[src/rtl/dcache_fill_ctrl.sv]
// Data-cache line fill controller: bus read of the missing line, fill strobe, optional victim writeback.
// Latency: bus_req 1 cycle after miss accept; mem_wren 1 cycle after read bus_ack; stalls until bus_ack or timeout.
// Backpressure: miss_req is held by the cache until miss_ack; bus requests are held until bus_ack or ACK_TIMEOUT.
module dcache_fill_ctrl #(
    parameter int unsigned ACK_TIMEOUT = 255
) (
    input  logic        clk_i,
    input  logic        rst_ni,
    input  logic        miss_req_i,
    input  logic [14:0] miss_addr_i,
    output logic        miss_ack_o,
    output logic        mem_wren_o,
    output logic [14:0] mem_wraddr_o,
    output logic [63:0] mem_wrdata_o,
    input  logic        evict_i,
    input  logic [14:0] evict_addr_i,
    input  logic [63:0] evict_data_i,
    output logic        bus_req_o,
    output logic        bus_we_o,
    output logic [14:0] bus_addr_o,
    output logic [63:0] bus_wdata_o,
    input  logic [63:0] bus_rdata_i,
    input  logic        bus_ack_i,
    output logic        busy_o,
    output logic        bus_err_o
);

    typedef enum logic [2:0] {
        S_IDLE,
        S_RD,
        S_FILL,
        S_EVCHK,
        S_WB
    } state_e;

    localparam logic [14:0] LINE_MASK = 15'h7FF8;
    localparam logic [7:0]  TMO       = 8'(ACK_TIMEOUT);

    state_e      state_q, state_d;
    logic [14:0] addr_q, addr_d;
    logic [63:0] line_q, line_d;
    logic [63:0] wb_data_q, wb_data_d;
    logic [7:0]  cnt_q, cnt_d;
    logic        bus_req_q, bus_req_d;
    logic        bus_we_q, bus_we_d;
    logic [14:0] bus_addr_q, bus_addr_d;
    logic        bus_err_q, bus_err_d;
    logic        miss_ack;
    logic        mem_wren;
    logic        ack_ok;
    logic [7:0]  cnt_inc;

    // An ack only counts while a request is actually on the bus.
    assign ack_ok  = bus_ack_i & bus_req_q;
    assign cnt_inc = cnt_q + 8'd1;

    always_comb begin
        state_d    = state_q;
        addr_d     = addr_q;
        line_d     = line_q;
        wb_data_d  = wb_data_q;
        cnt_d      = cnt_q;
        bus_req_d  = bus_req_q;
        bus_we_d   = bus_we_q;
        bus_addr_d = bus_addr_q;
        bus_err_d  = 1'b0;
        miss_ack   = 1'b0;
        mem_wren   = 1'b0;

        case (state_q)
            S_IDLE: begin
                if (miss_req_i) begin
                    miss_ack   = 1'b1;
                    addr_d     = miss_addr_i & LINE_MASK;
                    bus_addr_d = miss_addr_i & LINE_MASK;
                    bus_req_d  = 1'b1;
                    bus_we_d   = 1'b0;
                    cnt_d      = 8'd0;
                    state_d    = S_RD;
                end
            end
            S_RD: begin
                if (ack_ok) begin
                    line_d    = bus_rdata_i;
                    bus_req_d = 1'b0;
                    state_d   = S_FILL;
                end else begin
                    cnt_d = cnt_inc;
                    if (cnt_inc == TMO) begin
                        bus_err_d = 1'b1;
                        bus_req_d = 1'b0;
                        state_d   = S_IDLE;
                    end
                end
            end
            S_FILL: begin
                mem_wren = 1'b1;
                state_d  = S_EVCHK;
            end
            S_EVCHK: begin
                // Victim info is only valid in the cycle right after the fill strobe.
                if (evict_i) begin
                    bus_addr_d = evict_addr_i & LINE_MASK;
                    wb_data_d  = evict_data_i;
                    bus_req_d  = 1'b1;
                    bus_we_d   = 1'b1;
                    cnt_d      = 8'd0;
                    state_d    = S_WB;
                end else begin
                    state_d = S_IDLE;
                end
            end
            S_WB: begin
                if (ack_ok) begin
                    bus_req_d = 1'b0;
                    bus_we_d  = 1'b0;
                    state_d   = S_IDLE;
                end else begin
                    cnt_d = cnt_inc;
                    if (cnt_inc == TMO) begin
                        bus_err_d = 1'b1;
                        bus_req_d = 1'b0;
                        bus_we_d  = 1'b0;
                        state_d   = S_IDLE;
                    end
                end
            end
            default: begin
                bus_req_d = 1'b0;
                bus_we_d  = 1'b0;
                state_d   = S_IDLE;
            end
        endcase
    end

    always_ff @(posedge clk_i or negedge rst_ni) begin
        if (!rst_ni) begin
            state_q    <= S_IDLE;
            addr_q     <= '0;
            line_q     <= '0;
            wb_data_q  <= '0;
            cnt_q      <= '0;
            bus_req_q  <= 1'b0;
            bus_we_q   <= 1'b0;
            bus_addr_q <= '0;
            bus_err_q  <= 1'b0;
        end else begin
            state_q    <= state_d;
            addr_q     <= addr_d;
            line_q     <= line_d;
            wb_data_q  <= wb_data_d;
            cnt_q      <= cnt_d;
            bus_req_q  <= bus_req_d;
            bus_we_q   <= bus_we_d;
            bus_addr_q <= bus_addr_d;
            bus_err_q  <= bus_err_d;
        end
    end

    assign miss_ack_o   = miss_ack;
    assign mem_wren_o   = mem_wren;
    assign mem_wraddr_o = addr_q;
    assign mem_wrdata_o = line_q;
    assign bus_req_o    = bus_req_q;
    assign bus_we_o     = bus_we_q;
    assign bus_addr_o   = bus_addr_q;
    assign bus_wdata_o  = wb_data_q;
    assign busy_o       = (state_q != S_IDLE);
    assign bus_err_o    = bus_err_q;

endmodule

[config.mk]
export PLATFORM = sky130hd
export DESIGN_NAME = dcache_fill_ctrl
export DESIGN_NICKNAME = d
export VERILOG_FILES = /design/src/rtl/dcache_fill_ctrl.sv
export SDC_FILE = /design/constraint.sdc
export NUM_CORES = 1
export LEC_CHECK = 0
export BUFFER_PORTS_ARGS = -buffer_cell sky130_fd_sc_hd__buf_2
export CORE_AREA = 2 2 125 127
export CTS_CLUSTER_SIZE = 28
export DETAILED_ROUTE_END_ITERATION = 8
export DIE_AREA = 0 0 127 129
export PLACE_DENSITY = 0.88
export REMOVE_ABC_BUFFERS = 1
export SETUP_SLACK_MARGIN = 0.05
export SLEW_MARGIN = 20
export SYNTH_ARGS = -nofsm -noshare
export SYNTH_HDL_FRONTEND = slang
export SYNTH_SLANG_ARGS = --single-unit
[constraint.sdc]
create_clock -name clk_i -period 4.8 [get_ports clk_i]
set_input_delay 0.48 -clock clk_i [delete_from_list [all_inputs] [get_ports clk_i]]
set_output_delay 0.48 -clock clk_i [all_outputs]
set_load 0.05 [all_outputs]
# == Word level (Yosys, flattened, before mapping) ==
# Cells that the tools add are included.
# totals
ff_bits,169
input_bits,163
out_inout_bits,164
wordCells,62
# classes
add_sub_neg,1
eq_ne,10
muxes,26
bitwise_logic,3
reduce_logical,13
# ops
op,n
15-bit two-way mux,2
15-bit case mux with 2 select lines,1
8-bit two-way mux,3
8-bit case mux with 3 select lines,1
3-bit two-way mux,5
3-bit case mux with 5 select lines,1
4-bit AND reduction,3
1-bit two-way mux,11
"8-bit by 1-bit adder with 8-bit output, second input constant",1
"8-bit equality test, second input constant",1
1-bit case mux with 4 select lines,2
"3-bit by 2-bit equality test with 1-bit output, second input constant",2
"2-bit != test, second input constant",3
2-bit AND reduction,3
3-bit nonzero test,2
2-bit OR reduction,2
"3-bit by 1-bit equality test with 1-bit output, second input constant",1
"3-bit equality test, second input constant",1
3-bit logical NOT,1
"3-bit by 1-bit != test with 1-bit output, second input constant",1
"3-bit != test, second input constant",1
3-bit AND reduction,1
1-bit inverter,2
2-bit nonzero test,1
1-bit bitwise AND,1

# == Logic depth before layout (Yosys ltp) ==
# Gate-level depths: netlist of the first run.
# logic_depth
word_depth,5
mapped_depth,8
ltp_nobuf,6

# == Least setup slack after synthesis of the first run ==
# Ideal clock, no wire load.
# synth_path
path_kind,register to register
start,register bus_req_q (netlist: bus_req_o)
end,register line_q[15] (netlist: mem_wrdata_o[15])
arrival_time_ps,1641
required_time_ps,4672
slack_ps,3032
stages_incl_launch_ff,6
synth_period_minus_slack_ps,1768
cell_sequence,dfrtp_1 -> nand2_1 -> nor3_2 -> buf_4 -> buf_4 -> mux2_1
# synth_via
elab_chain_cells,2
# synth_lines
element,line_no,source
"start, declared",44,"logic bus_req_q, bus_req_d;"
"start signal, assigned",153,bus_req_q <= bus_req_d;
1-bit bitwise AND,54,assign ack_ok = bus_ack_i & bus_req_q;
2-bit AND reduction (no source line),n/a,
"end signal, assigned",150,line_q <= line_d;
"end, declared",41,"logic [63:0] line_q, line_d;"
# Every way passes these cells.
# A chain may end at the register's enable or synchronous reset.

# == Final worst setup path of the first run ==
# layout_path
start,register state_q[2]
end,output miss_ack_o
# layout_via
elab_chain_cells,2
# layout_lines
element,line_no,source
"start, declared",39,"state_e state_q, state_d;"
"start signal, assigned",148,state_q <= state_d;
3-bit logical NOT,70,case (state_q)
1-bit two-way mux,70,
"end, declared",11,"output logic miss_ack_o,"
# Every way passes these cells.

==> qor.yml, run 1 <==
status: "completed"
max_freq_mhz: 374
max_slew_margin_pct: 43.8
routed_wl_microns: 15400
gp_congestion: 0.773
row_count: 45
crit_fanout: 13
synth.avg_cell_area_sq_um: 14.8
start_util_pct: 46.8
synth.distinct_cells: 53
final_nets: 949
portBuffers: 314
hold_viol: 0
cts_tree: "done"
rsz0062_at_grt: "no"
clk_pin_slew_ns: 0.06
dieArea_sq_um: 16400
synth_seq_cells: 166
die_h_microns: 129
gr-total-overflow: 0
finalSetupTns_ns: 0
yosysWarnings: 0
cts_resized: 0
async_flop_share_pct: 100
cts_sinks: 166
synth_enable_flop_cells: 0
arrival_ns: 2.19
vias_per_cell: 4.91
die-width_microns: 127
end_kind: "output port"
cts_buffers: 17
report.final.slew_viol_count: 0
grt_usage_pct: 19.0
post-dp-hpwl_microns: 11400
core_sq_um: 15000
worstPathCellList: "nor3_4 > and2_1 > buf_2"
synthCells: 475
synthTopCellsByArea: "dfrtp_1, mux2_4, mux2_1"
synth_area_sq_um: 7010
first_iter_violations: 170
synthFlopType: "dfrtp_1"
post_cts.repair.setup_buffers: 0
worstSetupStartpointType: "flip-flop"
drive_above_1_share_pct: 55.5
wl_per_cell_microns: 15.7
path_class: "reg2out"
drtAntennaViolNets: 0
grt_pass1_vias: 4960
seq_area_frac_synth_pct: 59.2
period_minus_slack_ns: 2.67
vias: 4834
syn2layout_area_growth_pct: 30.7
clk_path_buf_depth: 2
mostFrequentLayoutCells: "buf_2, dfrtp_1, mux2_1"
seqCellArea_sq_um: 4150
worstPathRequired_ns: 4.32
finClkSkew_ns: 0.00958
ctsHoldBuffers: 0
remaining_drc_errors: 0
htree_levels: 4
drt_pass1_iterations: 4
worst_slew_pin_slew_ns: 0.844
synth_top_area_share_pct: 59.2
cpMaxStageDelayCell: "and2_1"
cp_slowest_stage_delay_ns: 0.56
grt_pass1_wl_microns: 24400
hp-class: "in2async"
layout_commonest_cell: "buf_2"
diodes: 0
multi_input_area_sq_um: 2560
root_buffer: "clkbuf_16"
max_cap_viol_count: 0
finalCritPeriodShare_pct: 55.7
io_pins: 327
synth_top_area_cell: "dfrtp_1"
clk_latency_ns: 0.41
n_fill_cell: 1154
antenna_found_initial: 0
grt_max_degree: 90
setup_viol: 0
## layout make-up
cell class | count | share of cell area, %
Clock inverter | 9 | 1.01
Inverter | 4 | 0.164
Multi-Input combinational cell | 278 | 28.0
Sequential cell | 166 | 45.3
Clock buffer | 22 | 5.17
Tap cell | 188 | 2.57
Timing Repair Buffer | 317 | 17.8
## cell usage after synthesis, types with 2 or more instances
library cell,count
dfrtp_1,166
mux2_1,58
mux2_4,49
mux2_2,33
nand2_1,33
nor2_1,18
buf_4,17
a31oi_1,12
o21ai_0,11
buf_12,5
nand3_1,5
and2_1,4
buf_2,4
and3_1,3
buf_6,3
inv_1,3
o22ai_1,3
o31ai_1,3
a21oi_1,2
clkbuf_1,2
ha_1,2
nand2b_1,2
nor2b_1,2
o21ai_1,2
or2_1,2
or2_2,2
xnor2_1,2
xor2_1,2
## critical path: cells and delay by family, from the launching register on
| kind | cells | cell delay, ns |
|---|---|---|
| simple gates | 2 | 0.86 |
| flops | 1 | 0.54 |
| buf+inv | 1 | 0.38 |
## per-stage QoR
stage	hold WS [ns]	util, %	instance area (sq um)	setup WS, ns	cells
6_report	0.0725	61.2	9170	2.13	984
5_1_grt	0.125	61.2	9170	1.98	984
4_1_cts	0.0977	61.0	9140	2.10	983
3_5_place_dp	0.469	57.3	8570	2.11	952
3_3_place_gp	0.462	57.3	8570	2.14	952
2_1_floorplan	0.184	-	6730	0.799	448
## sequential cells by signal (all words and copies together), names as in the netlist
register / count
mem_wrdata_o: 64
mem_wraddr_o: 12
bus_addr_o: 12
bus_err_o: 1
bus_req_o: 1
bus_wdata_o: 64
bus_we_o: 1
cnt_q: 8
state_q: 3
## per-layer routing
layer | up-vias | wire length, microns | track usage [%]
li1 | 2272 | - | -
met1 | 2313 | 6150 | 22.7
met2 | 219 | 7720 | 32.0
met3 | 30 | 1200 | 6.20
met4 | 0 | 357 | 7.89
met5 | - | 0 | 0
## kinds of logic after synthesis
family	share of synthesized area, %
AOI/OAI and AO/OA	3.98
DFF	59.2
other	0.0535
muxes	25.1
adders and majority gates	0.357
buffers and inverters	4.55
xor gates and xnor gates	0.732
and+or+nand+nor	5.99
## final timing paths
| check | cells past startpoint | from | slack, ns | to |
|---|---|---|---|---|
| hold / removal | 1 | rst_ni | 0.07 | cnt_q[0] |
| hold reg to reg | 1 | mem_wrdata_o[39] | 0.48 | mem_wrdata_o[39] |
| setup / recovery | 3 | state_q[2] | 2.13 | miss_ack_o |
| setup reg to reg | 4 | state_q[1] | 2.34 | bus_wdata_o[19] |
| max in group asynchronous | 2 | rst_ni | 3.80 | mem_wrdata_o[1] |
| min in group clk_i | 2 | bus_rdata_i[36] | 0.28 | mem_wrdata_o[36] |
Power of run 1 is left out: the tool's default activity adds up to more than one toggle a clock period on the data nets, which glitch-free logic cannot reach.
==> inputs of run 2 (changes only) <==
--- a/config.mk
+++ b/config.mk
@@ -6,11 +6,11 @@
 export NUM_CORES = 1
 export LEC_CHECK = 0
 export BUFFER_PORTS_ARGS = -buffer_cell sky130_fd_sc_hd__buf_2
-export CORE_AREA = 2 2 125 127
+export CORE_MARGIN = 2
+export CORE_UTILIZATION = 47
 export CTS_CLUSTER_SIZE = 28
 export DETAILED_ROUTE_END_ITERATION = 8
-export DIE_AREA = 0 0 127 129
-export PLACE_DENSITY = 0.88
+export PLACE_DENSITY = 0.89
 export REMOVE_ABC_BUFFERS = 1
 export SETUP_SLACK_MARGIN = 0.05
 export SLEW_MARGIN = 20
==> constraint.sdc (replaced) <==
create_clock -name clk_i -period 2.6 [get_ports clk_i]
set_input_delay 0.26 -clock clk_i [delete_from_list [all_inputs] [get_ports clk_i]]
set_output_delay 0.26 -clock clk_i [all_outputs]
set_load 0.05 [all_outputs]
==> qor.yml, run 2 (synthesized netlist as in run 1, its figures left out) <==
clk_pin_slew_ns: 0.07
max_cap_viol_count: 0
setup_viol: 0
htree_levels: 4
place_area_sq_um: 8660
hold_viol: 0
worstPathCellList: "nor3_4 > and2_2 > buf_2"
gp_congestion: 0.807
portBuffers: 314
worstPathRequired_ns: 2.34
cts_tree: "done"
grt_pass1_wl_microns: 26400
n_fill_cell: 1101
layout_commonest_cell: "buf_2"
post_cts.repair.setup_buffers: 0
finClkSkew_ns: 0.00824
vias: 4937
finalSetupTns_ns: 0
gr-total-overflow: 0
remaining_drc_errors: 0
syn2layout_area_growth_pct: 31.8
grt_pass1_vias: 5196
routed_wl_microns: 16500
core_sq_um: 14500
antenna_found_initial: 2
mostFrequentLayoutCells: "buf_2, dfrtp_1, mux2_1"
drtAntennaViolNets: 0
max_freq_mhz: 449
path_buf_inv: 1
post-dp-hpwl_microns: 12400
final_nets: 955
clk_path_buf_depth: 2
cts_buffers: 17
drive_above_1_share_pct: 56.0
max_slew_margin_pct: 57.8
drt_pass1_iterations: 4
rsz0062_at_grt: "no"
dp_cells: 954
fin_area_sq_um: 9240
period_minus_slack_ns: 2.23
start_util_pct: 48.3
dieArea_sq_um: 15900
report.final.slew_viol_count: 0
first_iter_violations: 162
worstSetupStartpointType: "flip-flop"
cp_slowest_stage_delay_ns: 0.54
root_buffer: "clkbuf_16"
die_h_microns: 126
io_pins: 327
crit_family: "simple AND/OR/NAND/NOR gates"
grt_max_degree: 68
wl_per_cell_microns: 16.7
hp-class: "in2reg"
row_count: 44
grt_usage_pct: 21.2
cts_sinks: 166
finalCritPeriodShare_pct: 85.6
die-width_microns: 126
path_class: "reg2out"
status: "completed"
vias_per_cell: 5.00
pre_cts_ws_ns: 0.568
cpMaxStageDelayCell: "dfrtp_1"
clk_latency_ns: 0.42
arrival_ns: 1.97
end_kind: "output port"
final_cell_count_no_fill: 988
crit_fanout: 13
worst_slew_pin_slew_ns: 0.633
fin_ws_ns: 0.373
==> run 2: cell count changes in the layout (fill, tap and decap cells not counted), sizes merged <==
cell         before  now
buf             317  322
inv               6    8
dlygate4sd3       0    1
clkinvlp          3    5
clkbuf           22   19
diode             0    1
==> run 2: path summary, 6_finish.rpt <==
path                                        from                to  slack (ns)  cells past startpoint
min in group asynchronous                 rst_ni  mem_wrdata_o[13]        0.46                      2
worst min-delay path             bus_rdata_i[28]  mem_wrdata_o[28]        0.05                      2
worst max register to register        state_q[1]     bus_addr_o[5]        0.56                      6
worst min register to register  mem_wrdata_o[28]  mem_wrdata_o[28]        0.48                      1
worst max-delay path                  state_q[0]        miss_ack_o        0.37                      3
max in group asynchronous                 rst_ni   bus_wdata_o[51]        1.42                      3
==> run 2: layer usage <==
| layer | wire, microns | GRT usage [%] | up-vias |
|---|---|---|---|
| met1 | 6030 | 23.0 | 2377 |
| met5 | 13 | 0 | - |
| met3 | 1420 | 6.97 | 40 |
| met4 | 441 | 8.99 | 2 |
| li1 | - | - | 2271 |
| met2 | 8640 | 38.1 | 247 |
==> run 2: per-stage QoR <==
stage | hold WS, ns | utilization, %
floorplan | -0.0356 | -
global placement | 0.301 | 59.6
detailed placement | 0.314 | 59.6
CTS | 0.0326 | 63.6
global route | 0.0316 | 63.6
finish | 0.0515 | 63.6
==> run 2: layout make-up <==
cell class	count	area, sq um	area share, %
sequential	166	4150	44.9
multi-input combinational	278	2570	27.8
timing repair buffer	323	1710	18.5
clock buffer	19	443	4.79
tap	184	230	2.49
clock inverter	13	121	1.31
inverter	4	15.0	0.162
antenna	1	2.50	0.0271
==> run 2: timing repair <==
action	in CTS	in global routing
endpoints found under the hold margin	65	0
gates resized for setup	0	1
hold buffers	1	0
endpoints found under the setup margin	0	1
Power of run 2 is left out for the same reason.
